$ cat src/rtl/fetch_pkg.sv
// rtl/fetch_pkg.sv - shared constants and state encoding for the instruction-fetch stage
package fetch_pkg;

    localparam int          ADDR_W_DEF     = 8;
    localparam int          DATA_W_DEF     = 32;
    localparam logic [31:0] NOP_INSTR      = 32'h0000_0000;
    localparam logic [31:0] HALT_INSTR_DEF = 32'hFFFF_FFFF;

    typedef logic [1:0] fetch_state_t;

    localparam fetch_state_t ST_IDLE  = 2'd0;
    localparam fetch_state_t ST_FETCH = 2'd1;
    localparam fetch_state_t ST_HALT  = 2'd2;

endpackage

$ cat src/rtl/pc_counter.sv
// rtl/pc_counter.sv - program counter register with load, hold and wrapping increment
module pc_counter #(
    parameter int                ADDR_W   = 8,
    parameter logic [ADDR_W-1:0] RESET_PC = '0,
    parameter int                PC_STEP  = 1
) (
    input  logic              clk,
    input  logic              rst_n,
    input  logic              load,
    input  logic [ADDR_W-1:0] load_pc,
    input  logic              inc,
    output logic [ADDR_W-1:0] pc
);

    localparam logic [ADDR_W-1:0] STEP = ADDR_W'(PC_STEP);

    // Load beats increment; with neither asserted the pc simply holds.
    always_ff @(posedge clk or negedge rst_n) begin
        if (!rst_n) begin
            pc <= RESET_PC;
        end else if (load) begin
            pc <= load_pc;
        end else if (inc) begin
            pc <= pc + STEP;
        end
    end

endmodule

$ cat src/rtl/fetch_stage.sv
// rtl/fetch_stage.sv - instruction fetch: pc, IF/ID register and start/halt control
module fetch_stage
    import fetch_pkg::*;
#(
    parameter int                ADDR_W     = ADDR_W_DEF,
    parameter int                DATA_W     = DATA_W_DEF,
    parameter logic [ADDR_W-1:0] RESET_PC   = '0,
    parameter int                PC_STEP    = 1,
    parameter logic [DATA_W-1:0] HALT_INSTR = DATA_W'(HALT_INSTR_DEF)
) (
    input  logic              clk,
    input  logic              rst_n,
    input  logic              start,
    input  logic              stall,
    input  logic              redirect_valid,
    input  logic [ADDR_W-1:0] redirect_pc,
    output logic [ADDR_W-1:0] imem_addr,
    input  logic [DATA_W-1:0] imem_instr,
    output logic [DATA_W-1:0] id_instr,
    output logic [ADDR_W-1:0] id_pc,
    output logic              id_valid,
    output logic              busy,
    output logic              halted
);

    fetch_state_t      state;
    logic [ADDR_W-1:0] pc;
    logic              is_halt;
    logic              pc_inc;

    assign is_halt = (imem_instr == HALT_INSTR);

    // The halt instruction is forwarded but the pc stays parked on it.
    assign pc_inc = (state == ST_FETCH) && !redirect_valid && !stall && !is_halt;

    pc_counter #(
        .ADDR_W   (ADDR_W),
        .RESET_PC (RESET_PC),
        .PC_STEP  (PC_STEP)
    ) u_pc_counter (
        .clk     (clk),
        .rst_n   (rst_n),
        .load    (redirect_valid),
        .load_pc (redirect_pc),
        .inc     (pc_inc),
        .pc      (pc)
    );

    assign imem_addr = pc;
    assign busy      = (state == ST_FETCH);
    assign halted    = (state == ST_HALT);

    always_ff @(posedge clk or negedge rst_n) begin
        if (!rst_n) begin
            state    <= ST_IDLE;
            id_instr <= DATA_W'(NOP_INSTR);
            id_pc    <= '0;
            id_valid <= 1'b0;
        end else begin
            case (state)
                ST_IDLE: begin
                    id_valid <= 1'b0;
                    if (!redirect_valid && start) begin
                        state <= ST_FETCH;
                    end
                end
                ST_FETCH: begin
                    // Redirect squashes the slot into a bubble but keeps the old id_pc.
                    if (redirect_valid) begin
                        id_instr <= DATA_W'(NOP_INSTR);
                        id_valid <= 1'b0;
                    end else if (!stall) begin
                        id_instr <= imem_instr;
                        id_pc    <= pc;
                        id_valid <= 1'b1;
                        if (is_halt) begin
                            state <= ST_HALT;
                        end
                    end
                end
                ST_HALT: begin
                    id_valid <= 1'b0;
                    if (redirect_valid) begin
                        state <= ST_FETCH;
                    end
                end
                default: begin
                    state    <= ST_IDLE;
                    id_valid <= 1'b0;
                end
            endcase
        end
    end

endmodule
$ cat config.mk
export PLATFORM = sky130hd
export DESIGN_NAME = fetch_stage
export DESIGN_NICKNAME = d
export VERILOG_FILES = /design/src/rtl/fetch_pkg.sv /design/src/rtl/pc_counter.sv /design/src/rtl/fetch_stage.sv
export SDC_FILE = /design/constraint.sdc
export NUM_CORES = 1
export LEC_CHECK = 0
export CORE_MARGIN = 8
export CORE_UTILIZATION = 38
export DETAILED_ROUTE_END_ITERATION = 7
export PLACE_DENSITY = 0.76
export SYNTH_ARGS = -nofsm -noshare
export SYNTH_HDL_FRONTEND = slang
export SYNTH_SLANG_ARGS = --single-unit
$ cat constraint.sdc
create_clock -name clk -period 1.69 [get_ports clk]
set_input_delay 0.338 -clock clk [delete_from_list [all_inputs] [get_ports clk]]
set_output_delay 0.338 -clock clk [all_outputs]
set_load 0.005 [all_outputs]
==> results.md <==
* Vias after detailed routing at 2,099
* Synthesis-to-finish area growth at 66.6%
* Vias in the first global route at 2,216
* Worst skew pair latency at 0.31 ns
* Share of cells above drive strength 1 at 21.3%
* Final layout net count at 360
* Crit path DAT at 1.90 ns
* Die area at 8470 um^2
* Syn_nets at 228
* Reg2reg path depth at 5
* Max Clk Rate at 599 MHz
* Number of H-tree levels at 2
* Ports at 96
* FILL cells at 440
* Yosys top cell area share at 58.1%
* Synth area leaders: dfrtp_1 58%, a22o_1 13%, mux2_1 4.1%
* Grt met3 use at 4.32%
* Period utilisation layout at 98.8%
* Most common cell after layout, fill and taps aside: clkdlybuf4s50_1
* R2r setup slk at 0.07 ns
* Sequential fraction of the synthesis area at 58.1%
* CTS clk-pin slew, worst paths at 0.10 ns
* Reg2reg start: state[1]
* Clock skew at 0.00922 ns
* Peak supply drop at 0.414 mV
* CP Launch Type: input pin
* CTS tree: yes
* Pre-antenna DRT Iters at 4
* Total Routing Usage GR at 16.4%
* DR vias/cell at 5.42
* M2 GR Usage at 26.8%
* Placer Congestion at 0.902
* Minimum clock period at 1.67 ns
* Core ar. at 5540 um^2
* P_leak at 1.64 nW
* Initial antenna violation count at 0
* Die width at 92.0 um
* Mapped Avg Cell Area at 12.1 um^2
* CP Capture Type: flip-flop
* Synth area leader: dfrtp_1
* Post-DR wirelength/cell at 18.0 um
* Status: completed
* First-pass GRT wire length at 11,400 um
* Max_cap viols at 0
* GR Util met1 at 20.3%
* Placed insts at 368
* Post-DP HPWL at 5220 um
* Hold Fails Final Rpt at 0
* Inserted Clock Buffers at 5
* Final Power at 2.74 mW
* Post-synthesis cell count at 182
* PD cells at 748 nW/um^2
* Relative slew margins at 64.1%
* #FFs+latches synth at 51
* Final Max Tran Viols at 0
* Total gr overflow at 0
* WL final at 6970 um
* Crit Path Max Fanout at 4
* DRT iter0 DRCs at 64
* PortBufs at 95
* ANT cells at 0
* Post-synth cell types at 32
* Req. time, crit path at 1.92 ns
* Worst slew pin tran at 0.539 ns
* Global routing's busiest layer: met2
* Max Buffers Root-to-Sink at 2
* Detail Route Antenna Nets at 0
* Reg2reg end: u_pc_counter.pc[4]
* Synthesis warning total at 0
* Critical path type: in -> reg
* Row cnt at 27
* Largest net degree at the start of global routing at 24
* Clock root buffer master: clkbuf_8
* Setup TNS at 0 ns
* Final Instance Count excl. Fillers at 387
* Post-layout util at 66.0%
* # setup viols final at 0
* Hold_buf cts at 0
* Starting density of the core at 39.6%
* # DRC at 0
* Die Y at 92.0 um
* Clock sink count at 51
* Min-delay worst type: in -> async
* Most frequent cells in the layout: 60 x clkdlybuf4s50_1, 46 x dfrtp_1, 36 x buf_4
* Synthesized area at 2200 um^2
-- worst max-delay path by stage --
stage,start,end,slack [ns],cells past startpoint
2_1_floorplan,imem_instr[15],u_pc_counter.pc[5],-0.03,5
3_3_place_gp,imem_instr[15],u_pc_counter.pc[7],-0.55,6
3_5_place_dp,imem_instr[10],u_pc_counter.pc[5],-0.58,5
4_1_cts,stall,u_pc_counter.pc[6],0.005,5
5_1_grt,stall,u_pc_counter.pc[4],-0.02,6
6_report,stall,u_pc_counter.pc[4],0.02,6
-- per-layer routing --
| metal | wire [um] | vias up |
|---|---|---|
| met5 | 0 | - |
| met4 | 138 | 0 |
| met3 | 481 | 11 |
| met2 | 3410 | 93 |
| met1 | 2930 | 1021 |
| li1 | - | 974 |
-- where the power goes --
group	internal, mW	leakage (nW)	total (mW)	switching (mW)
sequential	1.33	0.649	1.40	0.0763
combinational	0.362	0.941	0.579	0.217
clock	0.335	0.0474	0.755	0.420
total	2.02	1.64	2.74	0.714
-- through the flow --
stage | instance area [um^2] | worst slack [ns] | hold slack [ns]
2_1_floorplan | 2200 | -0.0294 | 0.0424
3_3_place_gp | 3470 | -0.553 | 0.348
3_5_place_dp | 3470 | -0.578 | 0.355
4_1_cts | 3620 | 0.00486 | 0.00954
5_1_grt | 3660 | -0.0236 | 0.0295
6_report | 3660 | 0.0206 | 0.000448
-- registers in the layout, summed over array words and instances (netlist names) --
register / flops
id_valid: 1
state: 2
id_instr: 32
u_pc_counter.pc: 8
id_pc: 8
-- critical path: stages --
cell and delay, ns:
clkdlybuf4s50_1 0.45, buf_4 0.18, nor3b_4 0.25, nand4_1 0.16
a2111o_1 0.42, o211ai_1 0.10
-- synth_stat cells --
library cell / count
nand2_1: 17
clkbuf_1: 5
nand4_1: 9
a31oi_1: 1
nor3b_2: 1
and3_1: 2
or4_1: 2
mux2_1: 8
a21boi_1: 1
o211a_1: 1
nand3_1: 1
o2111a_1: 1
o21ai_1: 1
dfrtp_1: 51
a21oi_1: 4
or3b_1: 1
o2111ai_1: 2
or4b_2: 1
a221o_1: 1
o21ai_0: 2
a2111o_1: 3
a22o_1: 32
inv_1: 2
buf_1: 3
nor4_2: 2
buf_2: 3
o211ai_1: 11
nor2_1: 8
ha_1: 1
nor2b_1: 3
nor3_1: 1
o31ai_1: 1
-- cell type report --
cell class              instances  area (um^2)  share of cell area (%)
multi-input cells             118          915                    25.0
inverters                       2         7.51                   0.205
flip-flops and latches         51         1280                    35.1
clock inverters                 2         16.3                   0.445
repair buffers                136         1260                    34.6
clock buffers                   6         82.6                    2.26
well taps                      72         90.1                    2.46
-- timing repair --
action | CTS | global route
pin swaps | 11 | 3
endpoints found under the setup margin | 8 | 19
gates resized for setup | 41 | 8
buffers inserted | 8 | 3
-- kinds of logic after synthesis --
group	Yosys count	share of synthesized area (%)
buffers and inverters	13	2.39
AOI/OAI and AO/OA	61	22.8
and+or+nand+nor	48	12.0
adders and majority gates	1	0.570
DFF	51	58.1
muxes	8	4.10
Note: power is estimated with default switching activity, not from simulation.
